### src/rtl/mc_ctrl.sv
// Multi-cycle RV32I control sequencer: owns the IR, steps FETCH/DECODE/EXEC/MEM/WB, runs the memory handshakes and traps.
// Define MC_CSR_EN to accept SYSTEM/CSRRW and drive csr_we; otherwise SYSTEM is illegal.
module mc_ctrl #(
    parameter int TIMEOUT = 16,
    parameter int CNT_W   = 32
) (
    input  logic             clk,
    input  logic             rst_n,
    output logic             imem_req,
    input  logic             imem_ack,
    input  logic [31:0]      inst,
    output logic [31:0]      ir,
    output logic             dmem_req,
    output logic             dmem_we,
    input  logic             dmem_ack,
    input  logic             br_taken,
    output logic             pc_we,
    output logic [1:0]       pc_sel,
    output logic             alu_a_sel,
    output logic             alu_b_sel,
    output logic             rf_we,
    output logic [1:0]       wb_sel,
    output logic             csr_we,
    output logic             halted,
    output logic [1:0]       trap_cause,
    output logic [CNT_W-1:0] instret,
    output logic [2:0]       state
);

    typedef enum logic [2:0] {
        BOOT   = 3'd0,
        FETCH  = 3'd1,
        DECODE = 3'd2,
        EXEC   = 3'd3,
        MEM    = 3'd4,
        WB     = 3'd5,
        TRAP   = 3'd6
    } state_t;

    localparam logic [4:0] OP_LOAD   = 5'b00000;
    localparam logic [4:0] OP_I      = 5'b00100;
    localparam logic [4:0] OP_AUIPC  = 5'b00101;
    localparam logic [4:0] OP_STORE  = 5'b01000;
    localparam logic [4:0] OP_R      = 5'b01100;
    localparam logic [4:0] OP_LUI    = 5'b01101;
    localparam logic [4:0] OP_BRANCH = 5'b11000;
    localparam logic [4:0] OP_JALR   = 5'b11001;
    localparam logic [4:0] OP_JAL    = 5'b11011;

    // Watchdog counter only needs to reach TIMEOUT-1.
    localparam int WC_W = (TIMEOUT > 2) ? $clog2(TIMEOUT) : 1;
    localparam logic [WC_W-1:0] WC_LIM = WC_W'((TIMEOUT > 0) ? TIMEOUT - 1 : 0);

    state_t          cur;
    state_t          nxt;
    logic [WC_W-1:0] wcnt;
    logic [4:0]      op;
    logic            is_load, is_store, is_branch, is_jal, is_jalr, is_csr;
    logic            legal, sel_a, sel_b, wd_hit;
    logic            load_ir, retire, wc_inc;
    logic [1:0]      cause_n;

    assign op        = ir[6:2];
    assign is_load   = (op == OP_LOAD);
    assign is_store  = (op == OP_STORE);
    assign is_branch = (op == OP_BRANCH);
    assign is_jal    = (op == OP_JAL);
    assign is_jalr   = (op == OP_JALR);

`ifdef MC_CSR_EN
    localparam logic [4:0] OP_SYSTEM = 5'b11100;
    assign is_csr = (op == OP_SYSTEM) && (ir[14:12] == 3'b001);
`else
    assign is_csr = 1'b0;
`endif

    assign legal = (ir[1:0] == 2'b11) &&
                   (is_load || is_store || is_branch || is_jal || is_jalr || is_csr ||
                    op == OP_I || op == OP_R || op == OP_LUI || op == OP_AUIPC);

    assign sel_a  = (op == OP_AUIPC) || is_jal || is_branch;
    assign sel_b  = (op != OP_R) && !is_csr;
    assign wd_hit = (TIMEOUT != 0) && (wcnt == WC_LIM);
    assign state  = cur;

    always_ff @(posedge clk or negedge rst_n) begin
        if (!rst_n) begin
            cur        <= BOOT;
            ir         <= '0;
            instret    <= '0;
            halted     <= 1'b0;
            trap_cause <= 2'd0;
            wcnt       <= '0;
        end else begin
            cur <= nxt;
            if (load_ir) ir <= inst;
            if (retire) instret <= instret + CNT_W'(1);
            if (nxt == TRAP && cur != TRAP) begin
                halted     <= 1'b1;
                trap_cause <= cause_n;
            end
            // Any state change restarts the wait count, so FETCH and MEM always begin at zero.
            if (nxt != cur) wcnt <= '0;
            else if (wc_inc) wcnt <= wcnt + WC_W'(1);
        end
    end

    always_comb begin
        nxt       = cur;
        imem_req  = 1'b0;
        dmem_req  = 1'b0;
        dmem_we   = 1'b0;
        pc_we     = 1'b0;
        pc_sel    = 2'd0;
        alu_a_sel = 1'b0;
        alu_b_sel = 1'b0;
        rf_we     = 1'b0;
        wb_sel    = 2'd0;
        csr_we    = 1'b0;
        load_ir   = 1'b0;
        retire    = 1'b0;
        wc_inc    = 1'b0;
        cause_n   = 2'd0;
        case (cur)
            BOOT: nxt = FETCH;
            FETCH: begin
                imem_req = 1'b1;
                if (imem_ack) begin
                    load_ir = 1'b1;
                    nxt     = DECODE;
                end else if (wd_hit) begin
                    nxt     = TRAP;
                    cause_n = 2'd2;
                end else begin
                    wc_inc = 1'b1;
                end
            end
            DECODE: begin
                if (!legal) begin
                    nxt     = TRAP;
                    cause_n = 2'd1;
                end else begin
                    nxt = EXEC;
                end
            end
            EXEC: begin
                alu_a_sel = sel_a;
                alu_b_sel = sel_b;
                if (is_branch) begin
                    pc_we  = 1'b1;
                    pc_sel = {1'b0, br_taken};
                    retire = 1'b1;
                    nxt    = FETCH;
                end else if (is_load || is_store) begin
                    nxt = MEM;
                end else begin
                    nxt = WB;
                end
            end
            MEM: begin
                alu_a_sel = sel_a;
                alu_b_sel = sel_b;
                dmem_req  = 1'b1;
                dmem_we   = is_store;
                if (dmem_ack) begin
                    if (is_store) begin
                        pc_we  = 1'b1;
                        retire = 1'b1;
                        nxt    = FETCH;
                    end else begin
                        nxt = WB;
                    end
                end else if (wd_hit) begin
                    nxt     = TRAP;
                    cause_n = 2'd3;
                end else begin
                    wc_inc = 1'b1;
                end
            end
            WB: begin
                alu_a_sel = sel_a;
                alu_b_sel = sel_b;
                rf_we     = (ir[11:7] != 5'd0);
                csr_we    = is_csr;
                pc_we     = 1'b1;
                retire    = 1'b1;
                nxt       = FETCH;
                if (is_load) wb_sel = 2'd1;
                else if (is_jal || is_jalr) wb_sel = 2'd2;
                else if (is_csr) wb_sel = 2'd3;
                if (is_jal) pc_sel = 2'd1;
                else if (is_jalr) pc_sel = 2'd2;
            end
            TRAP: nxt = TRAP;
            default: nxt = BOOT;
        endcase
    end

endmodule

### config.mk
export PLATFORM = sky130hd
export DESIGN_NAME = mc_ctrl
export DESIGN_NICKNAME = d
export VERILOG_FILES = /design/src/rtl/mc_ctrl.sv
export SDC_FILE = /design/constraint.sdc
export NUM_CORES = 1
export LEC_CHECK = 0
export ABC_AREA = 1
export BUFFER_PORTS_ARGS = -buffer_cell sky130_fd_sc_hd__buf_2
export CAP_MARGIN = 15
export CORE_MARGIN = 2
export CORE_UTILIZATION = 42
export CTS_CLUSTER_DIAMETER = 30
export DETAILED_ROUTE_END_ITERATION = 16
export PLACE_DENSITY = 0.72
export REMOVE_ABC_BUFFERS = 1
export SYNTH_ARGS = -nofsm -noshare
export SYNTH_HDL_FRONTEND = slang
export SYNTH_SLANG_ARGS = --single-unit
export TNS_END_PERCENT = 5
### constraint.sdc
create_clock -name clk -period 4.2 [get_ports clk]
set_input_delay 0.21 -clock clk [delete_from_list [all_inputs] [get_ports clk]]
set_output_delay 0.21 -clock clk [all_outputs]
set_load 0.005 [all_outputs]
==> Yosys cells after proc, flatten, opt, wreduce, memory -nomap -nowiden <==
Cells that the tools add are included.
{ "op_classes": {"addsub": 2, "n_reduce_logical": 19, "eq_ne": 20, "mux": 39} }
{ "ops": {"columns": ["operator", "count"], "rows": [
  ["adder 32 x 1 -> 32 bit (second input constant)", 1],
  ["two-way mux 2 bit", 9],
  ["two-way mux 3 bit", 6],
  ["case mux 3 bit (6 select lines)", 1],
  ["two-way mux 1 bit", 17],
  ["equality test 5 x 4 -> 1 bit (second input constant)", 3],
  ["equality test 5 bit (second input constant)", 3],
  ["equality test 3 bit (second input constant)", 4],
  ["logical OR 1 bit", 11],
  ["equality test 5 x 3 -> 1 bit (second input constant)", 2],
  ["two-way mux 4 bit", 2],
  ["equality test 3 x 2 -> 1 bit (second input constant)", 2],
  ["case mux 2 bit (3 select lines)", 1],
  ["logical NOT 5 bit", 1],
  ["!= test 5 x 4 -> 1 bit (second input constant)", 1],
  ["nonzero test 5 bit", 1],
  ["adder 4 x 1 -> 4 bit (second input constant)", 1],
  ["equality test 4 bit (second input constant)", 1],
  ["case mux 2 bit (2 select lines)", 1],
  ["equality test 3 x 1 -> 1 bit (second input constant)", 1],
  ["logical NOT 3 bit", 1],
  ["!= test 3 bit", 1],
  ["!= test 3 bit (second input constant)", 1],
  ["case mux 1 bit (3 select lines)", 1],
  ["6 further kinds", 7]
]} }
{ "totals": {"in_bits": 37, "elab_cells": 86, "output_inout_bits": 82, "ff_bits": 74} }

==> Logic depth before layout (Yosys ltp) <==
Gate-level depths: netlist of the first run.
{ "logic_depth": {"ltp_word": 14, "mapped_depth": 11, "ltp_nobuf": 11} }

==> Worst setup path after synthesis of the first run <==
No wires, ideal clock.
{ "synth_timing": {"path_type": "register to register", "start": "register ir[3]", "end": "register instret[2]", "t_arrival_ps": 1389, "n_path_buf": 1, "path_slack_ps": 2689, "path_stages_with_launch": 9, "period_less_slack_ps": 1511, "cell_sequence": "dfrtp_1 nor2_1 nand2_1 nor2_1 nand2_1 nand3_4 buf_4 nand2_1 xor2_1"} }
{ "synth_between": {"elab_chain_len": 4, "word_cells_on_any_way": 6, "cone_classes": "2 x eq/ne; 4 x mux"} }
{ "synth_lines": {"columns": ["item", "line", "text"], "rows": [
  ["start, declared", "12", "output logic [31:0] ir,"],
  ["start signal, assigned", "96", "if (load_ir) ir <= inst;"],
  ["equality test 5 x 4 -> 1 bit", "65", "assign is_store = (op == OP_STORE);"],
  ["two-way mux 1 bit", "166", "if (is_store) begin"],
  ["two-way mux 1 bit", "165", "if (dmem_ack) begin"],
  ["case mux 1 bit (3 select lines) (*)", "124", "case (cur)"],
  ["end signal, assigned", "97", "if (retire) instret <= instret + CNT_W'(1);"],
  ["end, declared", "26", "output logic [CNT_W-1:0] instret,"]
]} }
Every way passes the cells marked *; elsewhere a longest branch is shown, timed or not.
A chain may end at the register's enable or synchronous reset.

==> Final worst setup path of the first run <==
{ "layout_timing": {"start": "register cur[2], in the netlist state[2]", "end": "register ir[6]"} }
{ "layout_between": {"elab_chain_len": 2} }
{ "layout_lines": {"columns": ["item", "line", "text"], "rows": [
  ["start, declared", "54", "state_t cur;"],
  ["start signal, assigned", "95", "cur <= nxt;"],
  ["equality test 3 x 1 -> 1 bit", "124", null],
  ["two-way mux 1 bit", "124", null]
]} }
Every way passes these cells.

==> results.sh, run 1 <==
export IMPL_cap_violations=0
export IMPL_synthCells=520
export IMPL_rr_startpoint="state[2]"
export IMPL_h_tree_depth=3
export IMPL_dp_hpwl_um=7481
export IMPL_drive_above_1_share_pct=24.18
export IMPL_cts_resized=0
export IMPL_syn2layout_area_growth_pct=22.05
export IMPL_critPathRequiredTime_ps=4390
export IMPL_io_pins=119
export IMPL_design_die_area_um2=10200
export IMPL_synth_cell_types=31
export IMPL_ys_seq_area_share_pct=46.88
export IMPL_antenna_found_initial=0
export IMPL_syn_area_per_cell_um2=7.596
export IMPL_violations="negative hold slack"
export IMPL_drc=0
export IMPL_firstDrtPassIters=4
export IMPL_p_leak_nw=2.664
export IMPL_reg2regPathDepth=4
export IMPL_vias=3728
export IMPL_layout_min_cycle_time_ps=2431
export IMPL_setup_viol=0
export IMPL_final_cell_mix="nand2_1, buf_2, dfrtp_1"
export IMPL_pwr_density_cell_nw_per_um2=564.1
export IMPL_grt_pass1_wl_um=16620
export IMPL_fin_crit_sh_pct=57.88
export IMPL_final_area_um2=4821
export IMPL_finalNonFillerCells=752
export IMPL_antennaDiodeCount=0
export IMPL_critPathMaxFanout=41
export IMPL_worstMarginPinSlew_ps=1069
export IMPL_gp_congestion=0.8717
export IMPL_hold_path_class="primary input to async pin"
export IMPL_cp_start_kind="register"
export IMPL_grt_pass1_vias=3601
export IMPL_ys_ff_latch=74
export IMPL_crit_type="register to register"
export IMPL_finalPower_mw=2.719
export IMPL_nFillCells=924
export IMPL_post_cts_setup_buffers=0
export IMPL_ctsLongestPathBuffers=2
export IMPL_root_buffer="clkbuf_8"
export IMPL_initial_core_util_pct=42.95
export IMPL_fin_setup_tns_ps=0
export IMPL_clock_sinks=74
export IMPL_clock_fmax_mhz=411.4
export IMPL_nets=675
export IMPL_grt_ovfl_total=0
export IMPL_cts_hold_buffers=0
export IMPL_place_area_um2=4611
export IMPL_dp_cells=736
export IMPL_grtUsageTotal_pct=20.44
export IMPL_ant_nets=0
export IMPL_cts_tree="built"
export IMPL_die_h_um=101.0
export IMPL_r2r_setup_slack_ps=1770
export IMPL_status="finished with violations"
export IMPL_slew_viol_final=0
export IMPL_end_kind="register"
export IMPL_rsz0062_at_grt="no"
export IMPL_slew_headroom_pct=28.66
export IMPL_numCtsBuffers=9
export IMPL_via_per_inst=4.957
export IMPL_clock_skew_ps=13.45
export IMPL_final_common_cell="nand2_1"
export IMPL_drt_wl_total_um=9934
export IMPL_whs_ps=-7.079
export IMPL_routedWlPerCell_um=13.21
export IMPL_synth_cell_area_um2=3950
export IMPL_drtIter0Drc=161
export IMPL_port_buffers=117
export IMPL_design_core_area_um2=9196
export IMPL_cp_data_arrival_time_ps=2620
export IMPL_die_x_um=101.0
export IMPL_rows=35
export IMPL_clkLatencyLatePin_ps=350
export IMPL_path_clk_slew_ps=90
export IMPL_vdd_drop_max_v=0.0002509
export IMPL_hold_viol_final=2
export IMPL_r2r_end="ir[6]"
export IMPL_grt_max_degree=75
export IMPL_yosysWarnings=0
[worst max path at each step]
stage,startpoint,endpoint,cells after the start
global placement,state[2],ir[3],4
CTS,state[2],ir[6],4
global route,state[2],ir[2],5
floorplan,state[2],ir[10],4
detailed placement,state[2],ir[6],4
finish,state[2],ir[6],4
[Yosys cell counts]
library cell  number  area, um2
o21bai_1           1      7.510
nor2_2             4      25.02
buf_6              1      11.26
nand3_4            1      17.52
nand2_2            6      37.54
nand3_1           26      130.1
nor3_1            27      135.1
inv_2              5      18.77
buf_4              3      22.52
o21ai_0           15      75.07
o31ai_1            2      15.01
clkbuf_1           6      22.52
ha_1               2      25.02
o211ai_1           3      22.52
xnor2_1            7      61.31
nand2_1          192      720.7
nor4_1             1      6.260
nor2_1            39      146.4
nand4_2            2      25.02
a32o_1             1      10.01
o21ai_2            1      8.760
xor2_1            25      219.0
nand4_1            3      18.77
dfrtp_1           74       1852
inv_1             54      202.7
nand3b_1           2      15.01
a21oi_1            1      5.000
nand3_2            3      30.03
conb_1             1      3.750
o21ai_1           10      50.05
buf_2              2      10.01
[power by group]
part	switching, mW	internal, mW
sequential	0.186	0.918
clock	0.282	0.297
combinational	0.646	0.390
total	1.11	1.60
[cell type report]
cell class / instances / area [um2] / share of cell area [%]
inverters: 59 / 221.5 / 4.594
clock buffers: 10 / 137.6 / 2.855
multi-input cells: 375 / 1810 / 37.56
flip-flops and latches: 74 / 1852 / 38.41
well taps: 111 / 138.9 / 2.881
repair buffers: 117 / 588.1 / 12.20
clock inverters: 6 / 72.57 / 1.505
[state kept, by name, summed over array words and instances, names as in the netlist]
| signal | count |
|---|---|
| trap_cause | 2 |
| state | 3 |
| halted | 1 |
| ir | 32 |
| instret | 32 |
| wcnt | 4 |
[stage by stage]
step | util, % | setup slack (ps)
after floorplan | - | 2274
after global placement | 50.14 | 1858
after detailed placement | 50.14 | 1732
after CTS | 52.42 | 1733
after global routing | 52.42 | 1439
final | 52.42 | 1769
[cells by family after synthesis]
group,after synthesis,share of synthesized area (%)
buf+inv,71,7.285
xor+xnor,32,7.095
fa+ha+maj,2,0.6334
compound gates,34,4.910
simple gates,306,33.10
other cells,1,0.09494
flops,74,46.88
[worst max-delay path, cell delays in order, from the launching register on]
cell,delay (ps)
dfrtp_1,540
nor2_2,200
nand3_2,400
inv_1,960
o21ai_0,180
[layer usage]
metal  vias to the layer above  global-route usage (%)  wire length [um]
met3                        15                   4.022               455
met4                         0                   6.965               172
met2                        91                   32.36              4761
met1                      1764                   28.15              4545
li1                       1858                       -                 -
met5                         -                       0                 0
No activity file was read; power rests on OpenSTA's default activity.
==> run 2, diff against run 1 <==
==> constraint.sdc (replaced) <==
create_clock -name clk -period 2.4 [get_ports clk]
set_input_delay 0.12 -clock clk [delete_from_list [all_inputs] [get_ports clk]]
set_output_delay 0.12 -clock clk [all_outputs]
set_load 0.005 [all_outputs]
==> run 2 against run 1 <==
Register-to-register slack got worse by 1300 ps; via count rose by 3.3%; sequential cell count did not move; the flow now finishes without violations; critical endpoint is now pc_we; die area did not move; critical path type is now register to output pin.
==> results.sh, run 2 (synthesized netlist as in run 1, its figures left out) <==
export IMPL_firstDrtPassIters=5
export IMPL_multi_input_area_um2=1810
export IMPL_ant_nets=0
export IMPL_routedWlPerCell_um=13.66
export IMPL_clock_fmax_mhz=489.6
export IMPL_nFillCells=855
export IMPL_die_x_um=101.0
export IMPL_slew_headroom_pct=36.35
export IMPL_seqPwrFrac_pct=40.4
export IMPL_vias=3852
export IMPL_regArea_um2=1852
export IMPL_root_buffer="clkbuf_8"
export IMPL_power_internal_mw=2.812
export IMPL_drive_above_1_share_pct=23.11
export IMPL_clkPwrFrac_pct=20.2
export IMPL_nets=710
export IMPL_r2r_setup_slack_ps=440
export IMPL_h_tree_depth=3
export IMPL_cap_violations=0
export IMPL_vdd_drop_max_v=0.0004454
export IMPL_clock_sinks=74
export IMPL_rows=35
export IMPL_cp_start_kind="register"
export IMPL_end_kind="output pin"
export IMPL_die_h_um=101.0
export IMPL_layout_min_cycle_time_ps=2042
export IMPL_final_common_cell="nand2_1"
export IMPL_grt_max_degree=75
export IMPL_critPathMaxFanout=35
export IMPL_ctsLongestPathBuffers=2
export IMPL_combPwrFrac_pct=39.4
export IMPL_sw_frac_of_total_pct=41.26
export IMPL_status="finished, final reports clean"
export IMPL_initial_core_util_pct=42.95
export IMPL_io_pins=119
export IMPL_drc=0
export IMPL_setup_viol=0
export IMPL_cts_resized=0
export IMPL_port_buffers=117
export IMPL_drtIter0Drc=248
export IMPL_crit_type="register to output pin"
export IMPL_power_switching_mw=1.975
export IMPL_pwr_density_cell_nw_per_um2=930.0
export IMPL_fin_crit_sh_pct=85.10
export IMPL_syn2layout_area_growth_pct=30.31
export IMPL_grtUsageTotal_pct=22.17
export IMPL_finalPower_mw=4.787
export IMPL_numCtsBuffers=9
export IMPL_path_clk_slew_ps=90
export IMPL_grt_ovfl_total=0
export IMPL_drt_wl_total_um=10740
export IMPL_worstMarginPinSlew_ps=954.7
export IMPL_final_cell_mix="nand2_1, buf_2, dfrtp_1"
export IMPL_gp_congestion=0.9618
export IMPL_design_core_area_um2=9196
export IMPL_p_leak_nw=2.800
export IMPL_critPathRequiredTime_ps=2280
export IMPL_clkLatencyLatePin_ps=350
export IMPL_top_regs="instret: 32 flops, ir: 32 flops, wcnt: 4 flops"
export IMPL_grt_pass1_vias=3779
export IMPL_antennaDiodeCount=0
export IMPL_hold_viol_final=0
export IMPL_cts_tree="built"
export IMPL_dp_hpwl_um=7493
export IMPL_via_per_inst=4.901
export IMPL_slew_viol_final=0
export IMPL_utilization_pct=55.97
export IMPL_rsz0062_at_grt="no"
export IMPL_antenna_found_initial=0
export IMPL_hold_path_class="primary input to register"
export IMPL_clock_skew_ps=10.12
export IMPL_cp_data_arrival_time_ps=1920
export IMPL_grt_pass1_wl_um=17960
export IMPL_fin_setup_tns_ps=0
export IMPL_design_die_area_um2=10200
run 2: cell count changes in the layout (fill, tap and decap cells not counted), sizes merged:
cell and change:
buf +2, clkinvlp +1, inv -1, clkbuf -1, dlygate4sd3 +33
run 2: layer usage:
layer / global-route usage [%] / vias up / share of wire, %
met1: 28.73 / 1796 / 44
met3: 4.022 / 32 / 3.7
li1: - / 1929 / -
met2: 36.36 / 95 / 49
met5: 0 / - / 0
met4: 9.771 / 0 / 3.3
run 2: path summary, 6_finish.rpt:
kind,startpoint,to,cells past startpoint
worst max-delay path,ir[2],pc_we,6
worst min-delay path,dmem_ack,trap_cause[0],4
worst max register to register,ir[2],instret[9],8
worst min register to register,halted,halted,2
max in group asynchronous,rst_n,instret[12],2
min in group asynchronous,rst_n,ir[3],2
run 2: area by class of cell:
type | instances | area share (%)
inverter | 59 | 4.302
sequential | 74 | 35.97
clock inverter | 6 | 1.313
clock buffer | 9 | 2.406
timing repair buffer | 152 | 18.13
multi-input combinational | 375 | 35.17
tap | 111 | 2.698
run 2: repair_timing:
| action | in CTS | in global routing |
|---|---|---|
| endpoints found under the hold margin | 106 | 0 |
| buffers inserted | 0 | 0 |
| setup endpoints to repair | 0 | 0 |
| hold buffers | 33 | 0 |
run 2: power groups by stage:
stage / logic, mW / clock network [mW] / registers (mW)
finish: 1.88 / 0.967 / 1.94
global route: 2.15 / 1.05 / 1.98
CTS: 1.88 / 0.990 / 1.92
detailed placement: 1.83 / 0 / 1.95
global placement: 1.80 / 0 / 1.93
floorplan: 1.05 / 0 / 1.95
run 2: through the flow:
stage	area (um2)	hold WS [ps]	instances	setup WS [ps]
floorplan	3884	-175.6	508	473.6
global placement	4626	312.6	738	558.6
detailed placement	4626	320.2	738	475.4
CTS	5147	159.3	786	334.5
global route	5147	212.0	786	153.5
finish	5147	175.9	786	357.7
run 2: worst max-delay path: stages, from the launching register on:
cell and delay, ps:
dfrtp_1 420, nor2_1 180, nand2_1 150, nor2_1 160
nand2_1 110, nand3_4 340, buf_2 200
==> run 3, diff against run 2 <==
--- a/config.mk
+++ b/config.mk
@@ -5,15 +5,16 @@
 export SDC_FILE = /design/constraint.sdc
 export NUM_CORES = 1
 export LEC_CHECK = 0
-export ABC_AREA = 1
+export ABC_AREA = 0
 export BUFFER_PORTS_ARGS = -buffer_cell sky130_fd_sc_hd__buf_2
 export CAP_MARGIN = 15
 export CORE_MARGIN = 2
 export CORE_UTILIZATION = 42
 export CTS_CLUSTER_DIAMETER = 30
 export DETAILED_ROUTE_END_ITERATION = 16
-export PLACE_DENSITY = 0.72
+export PLACE_DENSITY = 0.74
 export REMOVE_ABC_BUFFERS = 1
+export SKIP_LAST_GASP = 1
 export SYNTH_ARGS = -nofsm -noshare
 export SYNTH_HDL_FRONTEND = slang
 export SYNTH_SLANG_ARGS = --single-unit
==> run 3 against run 2 <==
Sequential cell count did not move; die area fell by 10%; synthesized cell count is 42% lower; clock-buffer cell count increased by 1; power up 0.60%; global-route usage is 2.5 points lower; sequential share of layout area grew 3.2 points; combinational power shrank 5%; critical path depth is 2 lower; largest power group unchanged; non-clock buffer count fell by 4; utilization grew 1.8 points; largest cell class unchanged; maximum frequency is 1.4% higher; highest routed layer unchanged.
==> results.sh, run 3 <==
export IMPL_sw_frac_of_total_pct=34.96
export IMPL_final_area_um2=4726
export IMPL_drt_wl_total_um=8502
export IMPL_ant_nets=0
export IMPL_gr_usage_met1_pct=25.06
export IMPL_vias=2927
export IMPL_utilization_pct=57.81
export IMPL_grt_pass1_vias=2897
export IMPL_ctsLongestPathBuffers=2
export IMPL_layout_min_cycle_time_ps=2014
export IMPL_clock_fmax_mhz=496.6
export IMPL_power_switching_mw=1.683
export IMPL_end_kind="output pin"
export IMPL_ys_ff_latch=74
export IMPL_synth_async_reset_ratio_pct=100.0
export IMPL_cp_data_arrival_time_ps=1890
export IMPL_status="finished, final reports clean"
export IMPL_firstDrtPassIters=4
export IMPL_whs_ps=14.35
export IMPL_hold_path_class="primary input to register"
export IMPL_numCtsBuffers=9
export IMPL_die_h_um=95.66
export IMPL_cap_violations=0
export IMPL_ys_seq_area_share_pct=52.48
export IMPL_worstMarginPinSlew_ps=919.9
export IMPL_gr_usage_met2_pct=32.17
export IMPL_drc=0
export IMPL_cp_start_kind="register"
export IMPL_synth_top_area_share_pct=52.48
export IMPL_drive_above_1_share_pct=38.95
export IMPL_synth_most_common_cell="dfrtp_1"
export IMPL_synth_edff_count=0
export IMPL_yosysWarnings=0
export IMPL_top_regs="instret: 32 flops, ir: 32 flops, wcnt: 4 flops"
export IMPL_antennaDiodeCount=0
export IMPL_place_area_um2=4228
export IMPL_hold_viol_final=0
export IMPL_worst_path_largest_cell_delay_ps=520
export IMPL_finalNonFillerCells=562
export IMPL_clock_skew_ps=6.269
export IMPL_nets=491
export IMPL_clkPwrFrac_pct=22.1
export IMPL_clkLatencyLatePin_ps=340
export IMPL_final_cell_mix="buf_2, dfrtp_1, mux2_2"
export IMPL_dp_hpwl_um=5877
export IMPL_synth_cell_types=53
export IMPL_finalPower_mw=4.816
export IMPL_drtIter0Drc=164
export IMPL_fin_setup_tns_ps=0
export IMPL_crit_slowest_cell="dfrtp_1"
export IMPL_synth_area_leaders="dfrtp_1, mux2_2, xnor2_1"
export IMPL_root_buffer="clkbuf_8"
export IMPL_clock_sinks=74
export IMPL_hp_start="inst[6]"
export IMPL_grt_pass1_wl_um=13910
export IMPL_h_tree_depth=3
export IMPL_rr_startpoint="state[0]"
export IMPL_cts_tree="built"
export IMPL_gp_congestion=0.8895
export IMPL_yosys_top_cells_count="dfrtp_1, mux2_2, xnor2_1"
export IMPL_pre_cts_ws_ps=392.6
export IMPL_slew_headroom_pct=38.68
export IMPL_fin_crit_sh_pct=83.91
export IMPL_slew_viol_final=0
export IMPL_use_met3_pct=6.482
export IMPL_antenna_found_initial=1
export IMPL_ys_flop_type="dfrtp_1"
export IMPL_critPathMaxFanout=14
export IMPL_rows=33
export IMPL_design_die_area_um2=9150
export IMPL_worstSetupStartpoint="state[2]"
export IMPL_initial_core_util_pct=43.16
export IMPL_port_buffers=117
export IMPL_rsz0062_at_grt="no"
export IMPL_dp_cells=518
export IMPL_path_clk_slew_ps=80
export IMPL_p_leak_nw=2.245
export IMPL_setup_viol=0
export IMPL_die_x_um=95.66
export IMPL_cts_resized=0
export IMPL_vdd_drop_max_v=0.0003818
export IMPL_crit_path_cell_trace="and2b_1 -> a41oi_2 -> nand2_1 -> buf_2"
export IMPL_synth_top_cell_by_area="dfrtp_1"
export IMPL_syn_area_per_cell_um2=11.64
export IMPL_critPathRequiredTime_ps=2280
export IMPL_synthCells=303
export IMPL_grt_max_degree=75
export IMPL_syn2layout_area_growth_pct=33.94
export IMPL_design_core_area_um2=8175
export IMPL_pwr_density_cell_nw_per_um2=1019
export IMPL_power_internal_mw=3.132
export IMPL_io_pins=119
export IMPL_routedWlPerCell_um=15.13
export IMPL_crit_type="register to output pin"
export IMPL_final_common_cell="buf_2"
export IMPL_seqPwrFrac_pct=40.9
export IMPL_grt_busiest_layer="met2"
export IMPL_combPwrFrac_pct=37.0
export IMPL_timing_final_ws_setup_ps=386.2
export IMPL_synth_cell_area_um2=3528
export IMPL_grtUsageTotal_pct=19.66
export IMPL_grt_ovfl_total=0
export IMPL_via_per_inst=5.208
run 3: cell count changes after synthesis, moves of 17 or more:
| cell | before | now |
|---|---|---|
| xnor2_1 | 7 | 28 |
| xor2_1 | 25 | 5 |
| mux2_2 | 0 | 30 |
| nand2_1 | 192 | 18 |
| nor2_1 | 39 | 9 |
| inv_1 | 54 | 6 |
| nor3_1 | 27 | 10 |
run 3: critical path: cells and delay by family, from the launching register on:
family,cells,cell delay [ps]
flip-flops,1,520
AND/OR/NAND/NOR,2,500
AO/OA/AOI/OAI,1,360
buffers and inverters,1,180
run 3: cell type report:
| type | instances | area (um2) |
|---|---|---|
| well taps | 105 | 131.4 |
| clock buffers | 10 | 127.6 |
| flip-flops and latches | 74 | 1852 |
| fillers | 711 | 3450 |
| inverters | 6 | 22.52 |
| multi-input cells | 213 | 1599 |
| clock inverters | 6 | 90.09 |
| repair buffers | 148 | 903.4 |
run 3: worst paths after layout:
check / cells past startpoint / endpoint / slack, ps
worst min register to register: 1 / halted / 460
worst max-delay path: 4 / pc_we / 390
worst min-delay path: 2 / ir[6] / 10
min in group asynchronous: 2 / instret[31] / 450
worst max register to register: 5 / instret[17] / 390
max in group asynchronous: 2 / ir[1] / 1350
run 3: power by group through the flow:
stage | combinational [mW] | sequential (mW) | clock (mW)
final | 1.78 | 1.97 | 1.07
after detailed placement | 1.74 | 2.00 | 0
after global routing | 1.99 | 2.03 | 1.15
after global placement | 1.72 | 1.96 | 0
after floorplan | 0.966 | 1.99 | 0
after CTS | 1.78 | 1.97 | 1.09
run 3: timing repair:
item | in CTS | in global routing
endpoints found under the hold margin | 96 | 5
setup endpoints to repair | 0 | 0
buffers inserted | 0 | 0
hold buffers | 23 | 5
run 3: cell families (layout without fill, tap and decap cells):
group | Yosys count | after routing | synth area share [%]
AOI/OAI and AO/OA | 33 | 33 | 7.376
xor gates and xnor gates | 33 | 33 | 8.192
adders and majority gates | 2 | 2 | 0.7091
buffers and inverters | 16 | 170 | 2.198
DFF | 74 | 74 | 52.48
muxes | 32 | 32 | 10.18
other | 1 | 1 | 0.1063
and+or+nand+nor | 112 | 112 | 18.76
run 3: per-layer routing:
| metal | share of wire, % | routed length [um] |
|---|---|---|
| met3 | 8.9 | 757 |
| met4 | 0.74 | 63 |
| met1 | 42 | 3607 |
| met5 | 0 | 0 |
| met2 | 48 | 4075 |
